## src/rtl/traffic_light_fsm.sv

```systemverilog
// Intersection sequencer: edge-detects the 1 Hz level into a seconds tick and
// walks NS/EW lamps through green/yellow/all-red. Optional night flash: NIGHT_FLASH_EN.
//
// state     | meaning
// NS_GREEN  | main road green, resting until a side-road request and min green
// NS_YELLOW | main road yellow
// RED_A     | all-red clearance before EW green
// EW_GREEN  | side road green, fixed length
// EW_YELLOW | side road yellow
// RED_B     | all-red clearance before NS green
// FLASH     | night mode, NS yellow / EW red blinking (NIGHT_FLASH_EN only)
module traffic_light_fsm #(
    parameter int T_NS_GREEN_MIN = 20,
    parameter int T_YELLOW       = 3,
    parameter int T_ALL_RED      = 1,
    parameter int T_EW_GREEN     = 10,
    parameter int CNT_W          = 6
) (
    input  logic       clock,
    input  logic       reset,
    input  logic       hz_1_level,
    input  logic       ew_car,
`ifdef NIGHT_FLASH_EN
    input  logic       night,
`endif
    output logic [2:0] ns_lamp,
    output logic [2:0] ew_lamp,
    output logic [2:0] phase,
    output logic       sec_tick
);

    typedef enum logic [2:0] {
        NS_GREEN  = 3'd0,
        NS_YELLOW = 3'd1,
        RED_A     = 3'd2,
        EW_GREEN  = 3'd3,
        EW_YELLOW = 3'd4,
`ifdef NIGHT_FLASH_EN
        FLASH     = 3'd6,
`endif
        RED_B     = 3'd5
    } state_t;

    localparam logic [CNT_W-1:0] NS_MIN_TC = CNT_W'(T_NS_GREEN_MIN - 1);
    localparam logic [CNT_W-1:0] YEL_TC    = CNT_W'(T_YELLOW - 1);
    localparam logic [CNT_W-1:0] RED_TC    = CNT_W'(T_ALL_RED - 1);
    localparam logic [CNT_W-1:0] EWG_TC    = CNT_W'(T_EW_GREEN - 1);

    state_t           state;
    state_t           state_next;
    logic [CNT_W-1:0] timer;
    logic             car_pend;
    logic             hz_1_d;
    logic [2:0]       ns_next;
    logic [2:0]       ew_next;
`ifdef NIGHT_FLASH_EN
    logic             blink;
    logic             blink_next;
`endif

    assign sec_tick = hz_1_level & ~hz_1_d;
    assign phase    = state;

    // hz_1_d keeps tracking the input during reset so release never fakes an edge
    always_ff @(posedge clock) begin
        hz_1_d <= hz_1_level;
        if (reset) begin
            state    <= NS_GREEN;
            timer    <= '0;
            car_pend <= 1'b0;
            ns_lamp  <= 3'b001;
            ew_lamp  <= 3'b100;
`ifdef NIGHT_FLASH_EN
            blink    <= 1'b0;
`endif
        end else begin
            state <= state_next;
            if (state_next != state)
                timer <= '0;
            else if (sec_tick && (timer != '1))
                timer <= timer + CNT_W'(1);
            if ((state_next == EW_GREEN) && (state != EW_GREEN))
                car_pend <= 1'b0;
            else if (ew_car)
                car_pend <= 1'b1;
            ns_lamp <= ns_next;
            ew_lamp <= ew_next;
`ifdef NIGHT_FLASH_EN
            blink   <= blink_next;
`endif
        end
    end

    always_comb begin
        state_next = state;
`ifdef NIGHT_FLASH_EN
        blink_next = blink;
`endif
        case (state)
            NS_GREEN: begin
                if (sec_tick) begin
`ifdef NIGHT_FLASH_EN
                    if (night) begin
                        state_next = FLASH;
                        blink_next = 1'b1;
                    end else
`endif
                    if ((timer >= NS_MIN_TC) && car_pend)
                        state_next = NS_YELLOW;
                end
            end
            NS_YELLOW: if (sec_tick && (timer == YEL_TC)) state_next = RED_A;
            RED_A:     if (sec_tick && (timer == RED_TC)) state_next = EW_GREEN;
            EW_GREEN:  if (sec_tick && (timer == EWG_TC)) state_next = EW_YELLOW;
            EW_YELLOW: if (sec_tick && (timer == YEL_TC)) state_next = RED_B;
            RED_B:     if (sec_tick && (timer == RED_TC)) state_next = NS_GREEN;
`ifdef NIGHT_FLASH_EN
            FLASH: begin
                if (sec_tick) begin
                    if (night)
                        blink_next = ~blink;
                    else
                        state_next = RED_B;
                end
            end
`endif
            default:   state_next = RED_B;
        endcase
    end

    // Lamps are decoded from the next state and registered, so they move on the tick edge
    always_comb begin
        ns_next = 3'b100;
        ew_next = 3'b100;
        case (state_next)
            NS_GREEN:  ns_next = 3'b001;
            NS_YELLOW: ns_next = 3'b010;
            EW_GREEN:  ew_next = 3'b001;
            EW_YELLOW: ew_next = 3'b010;
`ifdef NIGHT_FLASH_EN
            FLASH: begin
                ns_next = blink_next ? 3'b010 : 3'b000;
                ew_next = blink_next ? 3'b100 : 3'b000;
            end
`endif
            default: ;
        endcase
    end

endmodule

```

## config.mk

```make
export PLATFORM = sky130hd
export DESIGN_NAME = traffic_light_fsm
export DESIGN_NICKNAME = d
export VERILOG_FILES = /design/src/rtl/traffic_light_fsm.sv
export SDC_FILE = /design/constraint.sdc
export NUM_CORES = 1
export LEC_CHECK = 0
export CAP_MARGIN = 10
export CORE_MARGIN = 4
export CORE_UTILIZATION = 44
export DETAILED_ROUTE_END_ITERATION = 10
export PLACE_DENSITY = 0.78
export REMOVE_ABC_BUFFERS = 1
export SLEW_MARGIN = 5
export SYNTH_ARGS = -nofsm -noshare
export SYNTH_HDL_FRONTEND = slang
export SYNTH_SLANG_ARGS = --single-unit
```

## constraint.sdc

```tcl
create_clock -name clock -period 2.45 [get_ports clock]
set_clock_uncertainty 0.1 [all_clocks]
set_input_delay 0.3675 -clock clock [delete_from_list [all_inputs] [get_ports clock]]
set_output_delay 0.3675 -clock clock [all_outputs]
set_load 0.005 [all_outputs]
```

==> results.cfg <==
[clock_network]
cts-buffers-inserted = 3
cts.sink_count = 17
cts_buffer_depth = 2
tritoncts_clock_tree = yes
clk_pin_slew_worst_paths_ns = 0.09
cts.root.buffer_cell = clkbuf_4
clk_lat_worst_skew_ns = 0.29
cts_setup_buffers = 0
cts_repair_resize_count = 0
h_tree_depth = 1
cts_hold_repair.buffers = 0

[critical_path]
worstPathRequired_ns = 1.98
end_kind = primary output
worstSetupPathType = input port to primary output
crit_path_top_delay_cell = clkdlybuf4s50_1
cp_max_fo = 4
timing.critical_path.max_delay_family = buffers and inverters
r2r_end = timer[2]$_SDFFE_PP0P_
critical-path-top-cell-by-count = clkdlybuf4s50_1
start_kind = input port
ff2ff_path_depth = 7
rrSetupSlack_ns = 0.42
critPathBufInv = 2
worstPathArrival_ns = 1.64
reg2reg_from = timer[1]$_SDFFE_PP0P_
cp_cell_sequence = clkdlybuf4s50_1 > nor2b_1 > clkdlybuf4s50_1
timing.critical_path.slowest_cell_delay_ns = 0.54

[floorplanning]
pin_count = 14
floorplan.die.width_microns = 52.5
std_cell_rows = 15
floorplan.initialDensity = 0.483
core-area_sq_um = 1800
die_footprint_sq_um = 2750
die_height_microns = 52.5

[synthesis]
syn-mean-instance-area_sq_um = 9.35
synth_top_area_cell = dfxtp_1
synth-edff-count = 0
netlist_instances = 93
synthesis.area_sq_um = 870
yosys_warnings = 0
share_of_synthesized_area_occupied_by_flip_flops_and_latches = 0.391
yosysUniqueCellTypes = 40
synth.ff_latch_count = 17
synth_async_sr_flop_share = 0
dominant_cells_by_area_after_synthesis = dfxtp_1 (39%), ha_1 (5.8%), nor2b_1 (3.6%)
synth_top_flop_cell = dfxtp_1
yosys.area.top_type_share = 0.391

[power]
static-leakage-power_nw = 0.383
power_density_nw_per_um2 = 448
fin_total_pwr_mw = 0.470
worst_ir_drop_vdd_uv = 320

[finish]
antenna-diode-count = 0
finalCoreUtilization = 0.582
drive_above_1_share = 0.103
filler_cell_count = 186
final_net_count = 116
final-seq-area_sq_um = 340
layout.cell_area.non_filler_sq_um = 1050
layout.cells.non_filler = 132
multi_input_area_sq_um = 493
synthToLayoutAreaGrowth_pct = 20.6

[place]
pre_cts_ws_ns = 0.205
gpl.final_weighted_congestion = 0.826
port-buffer-count = 13
place.detailed.hpwl_mm = 1.35
detailed_place.area_sq_um = 1020
numPlacedInstances = 128

[timing]
totalNegativeSetupSlack_ns = 0
layout_min_cycle_time_ns = 2.11
timing_worst_slew_pin_value_ns = 0.482
timing.max_slew.rel_slack = 0.678
fmax_mhz = 475
drv_slew = 0
rsz0062_at_grt = false
worst_slack_ns = 0.343
timing_hold_violations_final = 0
timing.final.setup_violations = 0
period_share = 0.860
final.hold.worst_slack_ns = 0.414

[route]
first_drt_iteration_drcs = 21
drt_drc_violations_left = 0
drt-total-wl_mm = 1.79
detail_route.vias_per_cell = 5.59
vias = 738
final_antenna_net_count = 0
wl_per_cell_microns = 13.5
drt_first_pass_iters = 4

[global_route]
antenna_found_initial = 0
grt_pass1_wl_mm = 2.98
grt_start_max_net_pins = 13
first_global_vias = 687
globalRouteTotalUtil = 0.145
globalRouteOverflowTotal = 0

[run_status]
run_status = finished clean

[flow_run]
max_cap_viol_count = 0

[hold_path]
worst_hold_path.num_cells = 2
hold_path_end = car_pend$_SDFFE_PP0P_
worst_hold_path_type = register to register
timing.hold.worst.start = car_pend$_SDFFE_PP0P_
[where the power goes]
part	internal, mW	switching (mW)	total (mW)
registers	0.280	0.00574	0.286
logic	0.0177	0.0192	0.0369
clock network	0.0607	0.0862	0.147
[state kept, by name, indices dropped and copies added (netlist names)]
register	cells
car_pend	1
phase	3
hz_1_d	1
ew_lamp	3
ns_lamp	3
timer	6
[routing by layer]
metal | vias up | routed length, microns | GRT usage
met5 | - | 0 | 0
met4 | 0 | 10 | 0.0383
met3 | 2 | 90 | 0.0370
met2 | 21 | 901 | 0.264
met1 | 346 | 784 | 0.163
li1 | 369 | - | -
[worst register-to-register path, stage by stage (launching register included)]
cell      delay [ns]
dfxtp_1         0.42
inv_1           0.10
ha_1            0.18
and3b_1         0.20
and3_1          0.20
o21ai_0         0.22
nand3_1         0.24
a311oi_1        0.27
[worst max-delay path by stage]
| stage | start | endpoint | slack, ns | depth (start not counted) |
|---|---|---|---|---|
| after global placement | hz_1_level | timer[3]$_SDFFE_PP0P_ | 0.28 | 6 |
| after CTS | hz_1_level | sec_tick | 0.34 | 3 |
| after global routing | hz_1_level | sec_tick | 0.25 | 3 |
| final | hz_1_level | sec_tick | 0.34 | 3 |
| after floorplan | timer[1]$_SDFFE_PP0P_ | timer[2]$_SDFFE_PP0P_ | 0.74 | 7 |
| after detailed placement | hz_1_level | timer[2]$_SDFFE_PP0P_ | 0.20 | 6 |
[layout make-up]
cell class                      instances  share of cell area
Clock buffer                            3              0.0215
Inverter                                5              0.0179
Sequential cell                        17               0.325
Tap cell                               25              0.0298
Multi-Input combinational cell         67               0.470
Clock inverter                          1             0.00477
Timing Repair Buffer                   14               0.131
[Yosys cell counts, types with 2 or more instances]
cell and n:
and2_1 2, inv_1 5, clkbuf_1 2, and3b_1 2
nor3_1 2, a21oi_1 5, nor2b_1 5, nand3_1 2
nand2b_1 2, a311oi_1 2, mux2i_1 2, and3_1 2
dfxtp_1 17, o21ai_1 2, nand2_1 2, ha_1 4
nand4_1 4, nor2_1 7, a211oi_1 3
[cell usage in the layout (no fill, tap or decap), types with 2 or more instances in the layout]
master and n:
mux2i_1 2, nand2b_1 2, nor2_1 7, nor3_1 2, a211oi_1 3, dfxtp_1 17, a311oi_1 2, and2_1 2
inv_1 5, and3b_1 2, o21ai_1 2, ha_1 4, nor2b_1 5, clkdlybuf4s50_1 13, nand4_1 4, nand3_1 2
and3_1 2, a21oi_1 5, clkbuf_4 3, nand2_1 2
[logic make-up after synthesis]
kind of cell,synth area share
flip-flops,0.391
XOR/XNOR,0.0201
buffers and inverters,0.0417
AND/OR/NAND/NOR,0.265
AO/OA/AOI/OAI,0.201
multiplexers,0.0230
adder cells (fa/ha/maj),0.0576
Power figures use the tool's default switching activity.
